File: config.mk
export PLATFORM = sky130hd
export DESIGN_NAME = synchronous_fifo
export DESIGN_NICKNAME = d
export VERILOG_FILES = /design/src/rtl/synchronous_fifo_mem.sv /design/src/rtl/synchronous_fifo.sv
export SDC_FILE = /design/constraint.sdc
export NUM_CORES = 1
export LEC_CHECK = 0
export CAP_MARGIN = 40
export CELL_PAD_IN_SITES_DETAIL_PLACEMENT = 0
export CELL_PAD_IN_SITES_GLOBAL_PLACEMENT = 2
export CORE_MARGIN = 2
export CORE_UTILIZATION = 33
export CTS_BUF_LIST = sky130_fd_sc_hd__clkbuf_16
export DETAILED_ROUTE_END_ITERATION = 7
export PLACE_DENSITY_LB_ADDON = 0.1
export SYNTH_ARGS = -nofsm -noshare
export SYNTH_HDL_FRONTEND = slang
export SYNTH_SLANG_ARGS = --single-unit
File: constraint.sdc
create_clock -name clk -period 6.1 [get_ports clk]
set_input_delay 0.915 -clock clk [delete_from_list [all_inputs] [get_ports clk]]
set_output_delay 0.915 -clock clk [all_outputs]
set_load 0.05 [all_outputs]
File: src/rtl/synchronous_fifo_mem.sv
// Storage array for synchronous_fifo.
// One write port and one registered read port. The read register is reset
// so that dout starts at zero and never shows uninitialised storage.
module synchronous_fifo_mem #(
    parameter int WIDTH = 8,
    parameter int DEPTH = 8,
    parameter int AW    = $clog2(DEPTH)
) (
    input  logic             clk,
    input  logic             rst,
    input  logic             we,
    input  logic [AW-1:0]    waddr,
    input  logic [WIDTH-1:0] wdata,
    input  logic             re,
    input  logic [AW-1:0]    raddr,
    output logic [WIDTH-1:0] rdata
);

    logic [WIDTH-1:0] mem [DEPTH];

    // Storage write; contents are left alone on reset because they are
    // unreachable until rewritten.
    always_ff @(posedge clk) begin
        if (we) begin
            mem[waddr] <= wdata;
        end
    end

    // Registered read data; holds its value when no read is accepted.
    always_ff @(posedge clk or posedge rst) begin
        if (rst) begin
            rdata <= '0;
        end else if (re) begin
            rdata <= mem[raddr];
        end
    end

endmodule

File: src/rtl/synchronous_fifo.sv
// Single-clock FIFO: pointers, status flags and accept logic.
// Pointers carry one extra wrap bit so full and empty can be told apart
// when the index bits are equal.
module synchronous_fifo #(
    parameter int WIDTH = 8,
    parameter int DEPTH = 8
) (
    input  logic             clk,
    input  logic             rst,
    input  logic             wr_en,
    input  logic             rd_en,
    input  logic [WIDTH-1:0] data,
    output logic [WIDTH-1:0] dout,
    output logic             full,
    output logic             empty
);

    localparam int AW = $clog2(DEPTH);
    localparam logic [AW:0] PTR_ONE = (AW+1)'(1);

    logic [AW:0] wr_ptr;
    logic [AW:0] rd_ptr;
    logic        wr_acc;
    logic        rd_acc;

    // Flags come straight from the registered pointers, so they reflect an
    // accepted transfer in the cycle right after its edge.
    assign empty  = (wr_ptr == rd_ptr);
    assign full   = (wr_ptr[AW] != rd_ptr[AW]) &&
                    (wr_ptr[AW-1:0] == rd_ptr[AW-1:0]);

    // Requests that would overflow or underflow are silently dropped.
    assign wr_acc = wr_en & ~full;
    assign rd_acc = rd_en & ~empty;

    // Pointer advance; natural binary rollover gives modulo-DEPTH indexing
    // with the MSB toggling once per lap.
    always_ff @(posedge clk or posedge rst) begin
        if (rst) begin
            wr_ptr <= '0;
            rd_ptr <= '0;
        end else begin
            if (wr_acc) wr_ptr <= wr_ptr + PTR_ONE;
            if (rd_acc) rd_ptr <= rd_ptr + PTR_ONE;
        end
    end

    synchronous_fifo_mem #(
        .WIDTH (WIDTH),
        .DEPTH (DEPTH),
        .AW    (AW)
    ) u_mem (
        .clk   (clk),
        .rst   (rst),
        .we    (wr_acc),
        .waddr (wr_ptr[AW-1:0]),
        .wdata (data),
        .re    (rd_acc),
        .raddr (rd_ptr[AW-1:0]),
        .rdata (dout)
    );

endmodule

[Word-level counts from Yosys, hierarchy flattened]
Memory sizes are Yosys's and may differ from the RTL's. A register that Yosys moved wholly into a read port is not among the register bits.
Index checks and enable logic that the tools add are counted.
Word-level totals
  register bits after elaboration: 8
  latch bits: 0
  RAM bits: 64
  ROM bits: 0
  bits of input ports: 12
  output and inout port bits: 10
  logic and storage cells: 15
  memories kept: 1
Memory list
  u_mem.mem: words 8, bits a word 8, rd ports 1, clocked after Yosys merged registers in 1, wr ports 1, line synchronous_fifo_mem.sv:19  | logic [WIDTH-1:0] mem [DEPTH];
Cells by class
  add/subtract/negate cells: 2
  multipliers: 0
  divide/modulo/power cells: 0
  magnitude comparators: 0
  equality and inequality tests: 3
  shift operators: 0
  muxes and demuxes: 2
  bitwise gates (word level): 4
  reductions and logical operators: 1
Operators by type and width (count)
  4-bit by 1-bit adder with 4-bit output, second input constant: 2
  4-bit == test: 1
  3-bit == test: 1
  1-bit bitwise AND: 2
  1-bit 2-to-1 mux: 2
  1-bit inverter: 2
  1-bit logical AND: 1
  1-bit != test: 1

[Depth between registers and ports, before layout]
  depth in word-level cells: 6
  mapped depth: 6
  gate-level depth less buffers: 4

[Modules after synthesis]
From an unflattened synthesis, not the netlist that was laid out.
Second synthesis, totals
  cell total of the unflattened synthesis: 215
  area total of the unflattened synthesis: 3428.3 sq um
By module, submodules not included
  synchronous_fifo_mem: instances 1, cells an instance 170, area an instance 2865.2 sq um, seq. area each 2122.0 sq um
  synchronous_fifo: instances 1, cells an instance 45, area an instance 563.0 sq um, seq. area each 200.2 sq um

[Worst setup path after synthesis]
OpenSTA, ideal clock, no wires.
  kind: register to output
  start: register rd_ptr[0]
  end: output port empty
  data arrival time: 2.097 ns
  data required time: 5.185 ns
  setup slack: 3.088 ns
  cell stages (with the launch flop): 5
  path buffers: 1
  path through: dfrtp_1 > buf_6 > xor2_4 > or2_2 > nor3_1
On the way
  word-level cells in the longest chain between the ends: 1
Ends and longest elaborated chain
  from (decl): line synchronous_fifo.sv:22  | logic [AW:0] rd_ptr;
  from (signal assigned): line synchronous_fifo.sv:44  | if (rd_acc) rd_ptr <= rd_ptr + PTR_ONE;
  4-bit == test: line synchronous_fifo.sv:28  | assign empty = (wr_ptr == rd_ptr);
  to (decl): line synchronous_fifo.sv:15  | output logic empty
Every way passes these cells.

[Worst setup path after layout]
  start: register rd_ptr[2]
  end: output port empty
Same word-level chain as after synthesis.

==> reports/summary.txt <==
status - complete, no violations
drt pass-1 iters - 4
Site Rows - 36
largest net degree at the start of global routing - 21
via-per-instance ratio - 4.59
pwr/cell area - 535 nW/µm²
area growth from synthesis to layout - 23.8%
Worst EP required - 5.18 ns
Area contributors post-synth - edfxtp_1 (59%), dfrtp_1 (12%), mux4_2 (9.0%), mux2i_1 (2.5%), mux4_1 (2.4%)
share of the synthesized area in the top cell type - 0.590
gr ovfl total - 0
I/O Pins - 22
RSZ-0062 raised after global routing - false
Max Freq - 277 MHz
# clock sinks - 80
Slew Limit Fails - 0
Worst-path clk slew - 0.06 ns
Post-synth EDFFs - 64
Mapped Area - 3260 µm²
Synth area leader - edfxtp_1
via count - 1576
port bufs - 21
ANT cells - 0
worst slew pin tran - 0.727 ns
first-pass GRT wire length - 9.73 mm
Peak VDD IR - 0.000178 V
Inserted Clock Buffers - 9
Post-Syn Nets - 184
Final period util - 0.592
Core Area - 9680 µm²
Setup CP Type - register to output pin
post-route ant nets - 0
vias in the first global route - 1678
Setup crit start kind - register
Synth Warn # - 0
Clock Tree Root - clkbuf_16
GPL Wtd Cong - 0.705
initial antenna violation count - 0
Setup crit start - rd_ptr[2]
Design Power - 2.16 mW
CTS tree - done
Synth Flop Type - edfxtp_1
Netlist cell types - 29
Post-Syn Area per Cell - 19.2 µm²
Layout Skew - 0.00670 ns
hold_sp - u_mem.rdata[3]
share of cells above drive strength 1 - 0.233
CP max FO - 11
Final Cell Area - 4030 µm²
Slew headroom - 0.515
Post-Synthesis Cells - 170
average wire per standard cell - 18.0 µm
Die Y - 103 µm
Critical R2R Launch - rd_ptr[2]
DRC errors left - 0
worst hold path type - register to register
Worst-Skew Late Latency - 0.33 ns
H-tree depth - 3
number of synthesized register bits - 80
asr flop ratio synth - 0.200
final hold violations - 0
Setup TNS - 0 ns
Seq/Total Area, Yosys - 0.713
1st-iter DRT viols - 28
element type at the critical path end - output pin
final WL - 6.16 mm
Max-cap violations - 0
CTS resizes - 0
Leak Pwr - 1.43 nW
crit path time final - 3.61 ns
Placed Area - 3680 µm²
final setup fails - 0
CP arrival - 2.69 ns
DP Wirelength - 4.15 mm
clock buffer depth - 2
Final nets - 219
Hold Buf Count CTS - 0
die area - 10700 µm²
Post-CTS Setup Bufs - 0
Die Width - 103 µm
initial core utilization - 0.336
GRT Overall Usage - 0.133
final cells by class:
type / instances / area (µm²)
inverter: 4 / 15.0
multi-input combinational: 78 / 865
fill: 862 / 5660
clock buffer: 9 / 225
timing repair buffer: 32 / 317
sequential: 80 / 2320
tap: 133 / 166
clock inverter: 7 / 119
layout by cell type (no fill, tap or decap):
cell type	n
bufinv_16	3
buf_16	1
or2_1	1
clkinvlp_4	1
buf_6	1
clkdlybuf4s50_1	21
or2b_1	1
mux2i_1	8
xor2_1	5
buf_4	9
mux2_4	2
o41ai_4	2
nor3_1	4
nand2b_1	1
xnor2_1	2
or2_2	1
dfrtp_1	16
nor2_1	8
o21ai_0	6
o21ai_1	2
clkbuf_16	9
ha_1	2
xor2_2	2
mux4_2	13
nand3_1	1
nand2b_2	1
mux4_1	3
xor2_4	1
nand2_1	11
edfxtp_1	64
inv_6	2
inv_1	5
nor3_2	1
power breakdown:
part	switching [mW]	internal [mW]
logic	0.408	0.324
registers	0.0979	0.716
clock network	0.208	0.401
total	0.715	1.44
Yosys cell counts (2+ instances only):
cell type  instances
o21ai_1            2
nor3_1             4
dfrtp_1           16
nor2_1             8
xnor2_1            2
mux4_1             3
nand2_1           11
xor2_1             5
o41ai_4            2
o21ai_0            6
inv_1              4
mux4_2            13
xor2_2             2
mux2_4             2
mux2i_1            8
buf_1              2
ha_1               2
edfxtp_1          64
buf_4              4
layer usage:
metal  vias to the layer above  GRT usage  wire [µm]  share of wire
li1                        731          -          -              -
met1                       805      0.169       2730           0.44
met2                        32      0.218       3130           0.51
met3                         8     0.0302        193          0.031
met4                         0     0.0607        108          0.018
met5                         -          0          0              0
cell families after synthesis:
kind of cell / synth area share
muxes: 0.148
AOI/OAI and AO/OA: 0.0292
adders and majority gates: 0.00769
DFF: 0.713
xor gates and xnor gates: 0.0373
and+or+nand+nor: 0.0434
buffers and inverters: 0.0211
flip-flops by register name, indices dropped and copies added (netlist names):
| name | flops |
|---|---|
| u_mem.rdata | 8 |
| wr_ptr | 4 |
| rd_ptr | 4 |
| u_mem.mem | 64 |
path summary, 6_finish.rpt:
path | endpoint | slack (ns) | cells past startpoint
max | empty | 2.49 | 4
min | u_mem.rdata[3] | 0.48 | 2
max reg2reg | u_mem.mem[4][3] | 3.61 | 5
min reg2reg | u_mem.rdata[3] | 0.48 | 2
max in group asynchronous | u_mem.rdata[4] | 4.63 | 2
min in group asynchronous | rd_ptr[1] | 1.01 | 2
through the flow:
stage | worst slack (ns) | utilization | std cells | hold WS [ns]
3_3_place_gp | 2.86 | 0.373 | 320 | 0.465
5_1_grt | 2.33 | 0.416 | 343 | 0.524
4_1_cts | 2.43 | 0.416 | 343 | 0.486
2_1_floorplan | 3.09 | - | 170 | 0.498
6_report | 2.49 | 0.416 | 343 | 0.477
3_5_place_dp | 2.78 | 0.380 | 327 | 0.472
critical path, stage by stage, from the launching register on:
cell             delay, ns
dfrtp_1               0.79
xor2_2                0.24
or2_2                 0.35
nor3_1                0.15
clkdlybuf4s50_1       0.83
Power figures use the tool's default switching activity.
